[config.mk]
export PLATFORM = sky130hd
export DESIGN_NAME = enemy_shot_scheduler_flat
export DESIGN_NICKNAME = d
export VERILOG_FILES = /design/src/rtl/enemy_shot_scheduler_if.sv /design/src/rtl/enemy_shot_scheduler.sv /design/src/flat_wrapper.sv
export SDC_FILE = /design/constraint.sdc
export NUM_CORES = 1
export LEC_CHECK = 0
export ABC_AREA = 1
export BUFFER_PORTS_ARGS = -buffer_cell sky130_fd_sc_hd__buf_2
export CAP_MARGIN = 20
export CORE_MARGIN = 2
export CORE_UTILIZATION = 45
export DETAILED_ROUTE_END_ITERATION = 10
export GPL_TIMING_DRIVEN = 0
export RECOVER_POWER = 100
export SETUP_SLACK_MARGIN = 0.2
export SLEW_MARGIN = 10
export SYNTH_ARGS = -nofsm -noshare
export SYNTH_HDL_FRONTEND = slang
export SYNTH_SLANG_ARGS = --single-unit
[constraint.sdc]
create_clock -name pclk -period 3.93 [get_ports pclk]
set_input_delay 0.5895 -clock pclk [delete_from_list [all_inputs] [get_ports pclk]]
set_output_delay 0.5895 -clock pclk [all_outputs]
set_load 0.03 [all_outputs]
[src/rtl/enemy_shot_scheduler_if.sv]
// enemy_shot_scheduler_if: groups the run enable, alive mask and shot outputs of the scheduler.
// Latency: none, wires only.
// Backpressure: none; the scheduler never stalls its consumer.
// Ports/signals: enable, alive_mask[CHANNELS] (game -> scheduler); shot[CHANNELS], shot_id,
//   busy, shots_total[16] (scheduler -> bullet drawers).
interface enemy_shot_scheduler_if #(
  parameter int CHANNELS = 8
);
  localparam int ID_W = (CHANNELS > 1) ? $clog2(CHANNELS) : 1;

  logic                enable;
  logic [CHANNELS-1:0] alive_mask;
  logic [CHANNELS-1:0] shot;
  logic [ID_W-1:0]     shot_id;
  logic                busy;
  logic [15:0]         shots_total;

  // master: the game/formation side driving enable and the alive mask
  modport master (
    output enable, alive_mask,
    input  shot, shot_id, busy, shots_total
  );

  // slave: the scheduler itself
  modport slave (
    input  enable, alive_mask,
    output shot, shot_id, busy, shots_total
  );
endinterface

[src/rtl/enemy_shot_scheduler.sv]
// enemy_shot_scheduler: every PERIOD enabled cycles draws an LFSR sample, decides whether to fire and picks one alive enemy.
// Latency: shot rises PERIOD+1 cycles after IDLE entry (PERIOD IDLE + 1 PICK), is held PULSE_W cycles.
// Backpressure: none; enable only pauses IDLE counting, dropping the firing enemy's alive bit aborts the volley.
// Ports: pclk, rst (async, active high); bus.enable, bus.alive_mask in; bus.shot (one-hot, registered),
//   bus.shot_id (last firing channel), bus.busy (high in FIRE), bus.shots_total (saturating volley count) out.
module enemy_shot_scheduler #(
  parameter int          CHANNELS = 8,
  parameter int          PERIOD   = 3000,
  parameter int          PULSE_W  = 20,
  parameter int          PROB_NUM = 230,
  parameter logic [15:0] SEED     = 16'hACE1
) (
  input logic                  pclk,
  input logic                  rst,
  enemy_shot_scheduler_if.slave bus
);

  localparam int ID_W  = (CHANNELS > 1) ? $clog2(CHANNELS) : 1;
  localparam int CW    = ID_W + 1;
  localparam int PER_W = $clog2(PERIOD);
  localparam int PUL_W = (PULSE_W > 1) ? $clog2(PULSE_W) : 1;

  localparam logic [PER_W-1:0] PER_LAST = PER_W'(PERIOD - 1);
  localparam logic [PUL_W-1:0] PUL_LAST = PUL_W'(PULSE_W - 1);
  // 9 bits so that 256 means "always fire" against an 8-bit sample
  localparam logic [8:0]       PROB     = 9'(PROB_NUM);

  typedef enum logic [1:0] {
    S_IDLE = 2'd0,
    S_PICK = 2'd1,
    S_FIRE = 2'd2
  } state_t;

  state_t              state_q, state_d;
  logic [PER_W-1:0]    per_cnt_q, per_cnt_d;
  logic [PUL_W-1:0]    pul_cnt_q, pul_cnt_d;
  logic [15:0]         lfsr_q, lfsr_d;
  logic [CHANNELS-1:0] shot_q, shot_d;
  logic [ID_W-1:0]     shot_id_q, shot_id_d;
  logic                busy_q, busy_d;
  logic [15:0]         total_q, total_d;

  logic [7:0]          rnd_fire;
  logic [ID_W-1:0]     rnd_start;
  logic [CW-1:0]       cand;
  logic [ID_W-1:0]     pick_idx;
  logic                pick_found;
  logic                fire_ok;
  logic                abort;

  // Galois LFSR, taps 0xB400; free-running, self-heals from the all-zero lock-up
  always_comb begin
    lfsr_d = {1'b0, lfsr_q[15:1]};
    if (lfsr_q[0]) begin
      lfsr_d = lfsr_d ^ 16'hB400;
    end
    if (lfsr_q == 16'h0000) begin
      lfsr_d = SEED;
    end
  end

  assign rnd_fire  = lfsr_q[7:0];
  assign rnd_start = ID_W'(lfsr_q[15:8] % 8'(CHANNELS));

  // First alive channel at or above rnd_start, wrapping; cand is one bit wider so the sum never overflows
  always_comb begin
    pick_found = 1'b0;
    pick_idx   = '0;
    cand       = '0;
    for (int k = 0; k < CHANNELS; k++) begin
      cand = {1'b0, rnd_start} + CW'(k);
      if (cand >= CW'(CHANNELS)) begin
        cand = cand - CW'(CHANNELS);
      end
      if (!pick_found && bus.alive_mask[cand[ID_W-1:0]]) begin
        pick_found = 1'b1;
        pick_idx   = cand[ID_W-1:0];
      end
    end
  end

  // pick_found is equivalent to alive_mask != 0
  assign fire_ok = ({1'b0, rnd_fire} < PROB) && pick_found;
  assign abort   = !bus.alive_mask[shot_id_q];

  // State register
  always_ff @(posedge pclk or posedge rst) begin
    if (rst) begin
      state_q   <= S_IDLE;
      per_cnt_q <= '0;
      pul_cnt_q <= '0;
      lfsr_q    <= SEED;
      shot_q    <= '0;
      shot_id_q <= '0;
      busy_q    <= 1'b0;
      total_q   <= '0;
    end else begin
      state_q   <= state_d;
      per_cnt_q <= per_cnt_d;
      pul_cnt_q <= pul_cnt_d;
      lfsr_q    <= lfsr_d;
      shot_q    <= shot_d;
      shot_id_q <= shot_id_d;
      busy_q    <= busy_d;
      total_q   <= total_d;
    end
  end

  // Next-state logic
  always_comb begin
    state_d = state_q;
    case (state_q)
      S_IDLE: begin
        if (bus.enable && (per_cnt_q == PER_LAST)) begin
          state_d = S_PICK;
        end
      end
      S_PICK: begin
        state_d = fire_ok ? S_FIRE : S_IDLE;
      end
      S_FIRE: begin
        if (abort || (pul_cnt_q == PUL_LAST)) begin
          state_d = S_IDLE;
        end
      end
      default: begin
        state_d = S_IDLE;
      end
    endcase
  end

  // Counters and registered outputs
  always_comb begin
    per_cnt_d = per_cnt_q;
    pul_cnt_d = pul_cnt_q;
    shot_d    = shot_q;
    shot_id_d = shot_id_q;
    busy_d    = busy_q;
    total_d   = total_q;
    case (state_q)
      S_IDLE: begin
        if (bus.enable) begin
          per_cnt_d = (per_cnt_q == PER_LAST) ? '0 : per_cnt_q + 1'b1;
        end
      end
      S_PICK: begin
        // A miss leaves every output untouched, including the last shot_id
        if (fire_ok) begin
          shot_d           = '0;
          shot_d[pick_idx] = 1'b1;
          shot_id_d        = pick_idx;
          busy_d           = 1'b1;
          pul_cnt_d        = '0;
        end
      end
      S_FIRE: begin
        if (abort) begin
          // Target died mid-pulse: drop the line, the volley does not count
          shot_d    = '0;
          busy_d    = 1'b0;
          per_cnt_d = '0;
        end else if (pul_cnt_q == PUL_LAST) begin
          shot_d    = '0;
          busy_d    = 1'b0;
          per_cnt_d = '0;
          if (total_q != 16'hFFFF) begin
            total_d = total_q + 16'd1;
          end
        end else begin
          pul_cnt_d = pul_cnt_q + 1'b1;
        end
      end
      default: begin
        per_cnt_d = '0;
      end
    endcase
  end

  assign bus.shot        = shot_q;
  assign bus.shot_id     = shot_id_q;
  assign bus.busy        = busy_q;
  assign bus.shots_total = total_q;

endmodule

[src/flat_wrapper.sv]
// flat-port wrapper written by rule: the top's interface ports become plain ports
module enemy_shot_scheduler_flat 
#(
  parameter int          CHANNELS = 8,
  parameter int          PERIOD   = 3000,
  parameter int          PULSE_W  = 20,
  parameter int          PROB_NUM = 230,
  parameter logic [15:0] SEED     = 16'hACE1
)
  (pclk, rst, bus_enable, bus_alive_mask, bus_shot, bus_shot_id, bus_busy, bus_shots_total);
  enemy_shot_scheduler_if #(.CHANNELS(CHANNELS)) bus_i ();
  input logic pclk;
  input logic rst;
  input wire logic [$bits(bus_i.enable)-1:0] bus_enable;
  input wire logic [$bits(bus_i.alive_mask)-1:0] bus_alive_mask;
  output wire logic [$bits(bus_i.shot)-1:0] bus_shot;
  output wire logic [$bits(bus_i.shot_id)-1:0] bus_shot_id;
  output wire logic [$bits(bus_i.busy)-1:0] bus_busy;
  output wire logic [$bits(bus_i.shots_total)-1:0] bus_shots_total;
  assign bus_i.enable = bus_enable;
  assign bus_i.alive_mask = bus_alive_mask;
  assign bus_shot = bus_i.shot;
  assign bus_shot_id = bus_i.shot_id;
  assign bus_busy = bus_i.busy;
  assign bus_shots_total = bus_i.shots_total;
  enemy_shot_scheduler #(.CHANNELS(CHANNELS), .PERIOD(PERIOD), .PULSE_W(PULSE_W), .PROB_NUM(PROB_NUM), .SEED(SEED)) u_core (.pclk(pclk), .rst(rst), .bus(bus_i));
endmodule
==> summary.md <==
| Metric | Value |
|---|---|
| Net Sw Power | 788 µW |
| CTS H-tree depth | 3 |
| GPL Wtd Cong | 0.859 |
| Syn Area/Cell | 8.10 µm² |
| Final Net Count | 537 |
| Post-DP HPWL | 5710 µm |
| Vias in the first global route | 3076 |
| Part of the cycle the worst path needs | 81.7% |
| Worst slew margin | -81.5% |
| Status | complete, but fails checks |
| Syn_nets | 488 |
| Maximum net fanout on the critical path | 11 |
| Sequential element share of the synthesized area | 41.8% |
| Total Wirelength | 7770 µm |
| Clk buf depth | 2 |
| Share of cells above drive strength 1 | 14.6% |
| Reg-to-reg slack, setup | 0.72 ns |
| Lkg Pwr | 2.12 nW |
| Number of enable-type register cells in the synthesized netlist | 0 |
| Slew Limit Fails | 64 |
| Number of cells upsized or downsized after cts | 0 |
| Final sum of negative setup slack | 0 ns |
| Total overflow reported by the global router | 0 |
| Worst setup SP type | flop |
| Total of buffers placed on input and output ports | 38 |
| Logic pwr share | 30.6% |
| DRC violation count after routing | 0 |
| Clock slew at reported path FFs | 0.08 ns |
| Overall die area | 9180 µm² |
| Core area | 8180 µm² |
| Area growth from synthesis to layout | 11.9% |
| Quantity of hold-fixing buffers added after cts | 0 |
| Setup repair after global routing missed its margin | no |
| Row count | 33 |
| Type of the worst setup path | reg -> reg |
| Overall track demand over capacity in global routing | 18.9% |
| Floorplan die width | 95.8 µm |
| Number of detailed-route iterations in the first pass | 4 |
| Clock tree sinks | 63 |
| Path class of the lowest-slack min-delay path | reg -> reg |
| Share of flip-flops with an asynchronous set or reset after synthesis | 100% |
| Number of maximum-capacitance violations | 1 |
| Clock tree from TritonCTS | built |
| DRT iter0 DRCs | 145 |
| Actual transition at the worst max-transition pin | 2.71 ns |
| Switching power share of the total | 38.1% |
| Die height | 95.8 µm |
| Critical Path RT | 4.21 ns |
| Element type at the critical path end | flop |
| Post-synthesis instance area | 3790 µm² |
| Count of different cell masters after synthesis | 48 |
| Final setup violation count | 0 |
| Antenna violations before repair | 0 |
| Post-detailed-route wirelength per cell | 12.4 µm |
| Post-layout util | 51.9% |
| Inserted Clock Buffers | 9 |
| Clk network pwr share | 31.2% |
| Starting density of the core | 46.4% |
| Pwr/cell area | 488 nW/µm² |
| Diodes inserted | 0 |
| Worst VDD drop | 0.346 mV |
| Wire length of the first global-routing pass | 13700 µm |
| Number of buffers inserted by post-CTS setup repair | 0 |
| Total via count in the routed design | 3118 |
| Leading register cell type out of synthesis | sky130_fd_sc_hd__dfrtp_1 |
| Number of vias per cell after detailed routing | 4.97 |
| Detail Route Antenna Nets | 0 |
| Total internal power | 1.28 mW |
| Synthesized instance count | 468 |
| # IOs | 39 |
| Total count of hold-check failures in the final report | 0 |
| Number of warnings reported in the yosys synthesis log | 0 |
| Worst Path Arrival | 3.49 ns |
| Skew-Pair Late Insertion Delay | 0.35 ns |
| Achievable clock frequency | 312 MHz |
| Clock period minus worst slack | 3.21 ns |
| Post-Route Skew | 0.0108 ns |
| Clock root cell | sky130_fd_sc_hd__clkbuf_8 |
| Part of the power in registers | 38.2% |
| Register bit count reported by yosys | 63 |
| Failing checks | max-capacitance violations, max-slew violations |
| Pin count of the biggest net entering global routing | 64 |
[per-layer routing]
layer / global-route usage (%) / vias up / part of all wire [%]
met2: 31.1 / 55 / 46
met4: 6.55 / 0 / 1.7
met3: 3.99 / 12 / 3.4
li1: - / 1591 / -
met5: 0 / - / 0
met1: 24.7 / 1460 / 48
[cells in the mapped netlist (2+ instances only)]
cell,count,share of area [%]
sky130_fd_sc_hd__buf_6,2,0.59
sky130_fd_sc_hd__o21ai_1,6,0.79
sky130_fd_sc_hd__xnor2_1,10,2.3
sky130_fd_sc_hd__dfstp_2,8,5.5
sky130_fd_sc_hd__inv_2,6,0.59
sky130_fd_sc_hd__xor2_1,14,3.2
sky130_fd_sc_hd__nor2_1,49,4.8
sky130_fd_sc_hd__a31oi_2,2,0.66
sky130_fd_sc_hd__xnor2_2,2,0.86
sky130_fd_sc_hd__or2_2,2,0.33
sky130_fd_sc_hd__ha_1,9,3.0
sky130_fd_sc_hd__nand2_4,3,0.89
sky130_fd_sc_hd__nor3b_1,2,0.40
sky130_fd_sc_hd__o21a_1,2,0.40
sky130_fd_sc_hd__o21bai_1,2,0.40
sky130_fd_sc_hd__nand2_2,11,1.8
sky130_fd_sc_hd__buf_4,2,0.40
sky130_fd_sc_hd__nor2_2,3,0.49
sky130_fd_sc_hd__nor4_1,2,0.33
sky130_fd_sc_hd__a221oi_1,2,0.46
sky130_fd_sc_hd__a21oi_1,3,0.40
sky130_fd_sc_hd__o21ai_0,14,1.8
sky130_fd_sc_hd__nand3_2,13,3.4
sky130_fd_sc_hd__nand3_1,34,4.5
sky130_fd_sc_hd__clkbuf_1,6,0.59
sky130_fd_sc_hd__nor2_4,3,0.89
sky130_fd_sc_hd__inv_1,49,4.8
sky130_fd_sc_hd__nor3_1,5,0.66
sky130_fd_sc_hd__nand4_1,10,1.6
sky130_fd_sc_hd__dfrtp_1,55,36
sky130_fd_sc_hd__nand2_1,120,12
[final cells by class]
class / instances / area, µm²
buffer: 10 / 52.6
clock buffer: 10 / 138
clock inverter: 6 / 93.8
fill: 829 / 3930
inverter: 57 / 216
multi-input combinational: 338 / 1870
sequential: 63 / 1590
tap: 105 / 131
timing repair buffer: 38 / 155
[cell usage in the layout (no fill, tap or decap), drive strengths merged, types with 3 or more instances in the layout]
cell type / instances
a21oi: 3
a31oi: 3
buf: 13
clkbuf: 45
clkinv: 5
dfrtp: 55
dfstp: 8
ha: 9
inv: 54
nand2: 134
nand3: 48
nand4: 11
nor2: 56
nor3: 7
o21ai: 20
or2: 4
xnor2: 12
xor2: 15
[critical path: stages (launching register included)]
cell,delay [ns]
sky130_fd_sc_hd__dfrtp_1,0.36
sky130_fd_sc_hd__buf_4,0.17
sky130_fd_sc_hd__clkinv_2,0.19
sky130_fd_sc_hd__ha_1,0.43
sky130_fd_sc_hd__inv_1,0.27
sky130_fd_sc_hd__nand3_2,0.15
sky130_fd_sc_hd__nand3_2,0.11
sky130_fd_sc_hd__nand2_2,0.10
sky130_fd_sc_hd__nor2_8,0.11
sky130_fd_sc_hd__nand4_1,0.14
sky130_fd_sc_hd__nor2_1,0.44
sky130_fd_sc_hd__nand3_1,0.14
sky130_fd_sc_hd__nand2_1,0.09
sky130_fd_sc_hd__o21ai_1,0.05
sky130_fd_sc_hd__nor2_1,0.24
sky130_fd_sc_hd__nand2_1,0.10
sky130_fd_sc_hd__nand2_1,0.07
[power by group through the flow]
stage | clock, mW | combinational (mW) | sequential (mW)
6_report | 0.646 | 0.633 | 0.792
5_1_grt | 0.695 | 0.724 | 0.800
4_1_cts | 0.665 | 0.680 | 0.789
3_5_place_dp | 0 | 0.675 | 0.800
3_3_place_gp | 0 | 0.668 | 0.799
2_1_floorplan | 0 | 0.420 | 0.885
[state kept, by name, indices dropped and copies added (netlist names)]
name	count
u_core.bus.shot	8
u_core.pul_cnt_q	5
u_core.bus.busy	1
u_core.lfsr_q	16
u_core.per_cnt_q	12
u_core.bus.shot_id	3
u_core.bus.shots_total	16
u_core.state_q	2
[cells by family after synthesis]
kind of cell | Yosys count | share of synthesized area [%]
muxes | 1 | 0.297
and+or+nand+nor | 266 | 35.1
DFF | 63 | 41.8
xor gates and xnor gates | 27 | 6.83
buffers and inverters | 67 | 7.26
AOI/OAI and AO/OA | 35 | 5.71
adders and majority gates | 9 | 2.97
[through the flow]
step | hold slack [ns] | power (mW) | area (µm²) | worst slack [ns] | cells
3_3_place_gp | 0.442 | 1.47 | 4110 | 1.00 | 611
4_1_cts | 0.406 | 2.13 | 4350 | 1.04 | 627
3_5_place_dp | 0.451 | 1.48 | 4120 | 1.04 | 611
6_report | 0.463 | 2.07 | 4240 | 0.721 | 627
5_1_grt | 0.487 | 2.22 | 4240 | 0.388 | 627
2_1_floorplan | 0.429 | 1.31 | 3790 | 1.50 | 468
[worst paths after layout]
path / cells after the start / to / startpoint
worst max-delay path: 16 / u_core.bus.shot[5] / u_core.lfsr_q[9]
max in group asynchronous: 2 / u_core.per_cnt_q[11] / rst
worst min register to register: 1 / u_core.lfsr_q[1] / u_core.lfsr_q[2]
min in group asynchronous: 2 / u_core.lfsr_q[1] / rst
worst max register to register: 16 / u_core.bus.shot[5] / u_core.lfsr_q[9]
worst min-delay path: 1 / u_core.lfsr_q[1] / u_core.lfsr_q[2]
(Power assumes the default switching activity.)
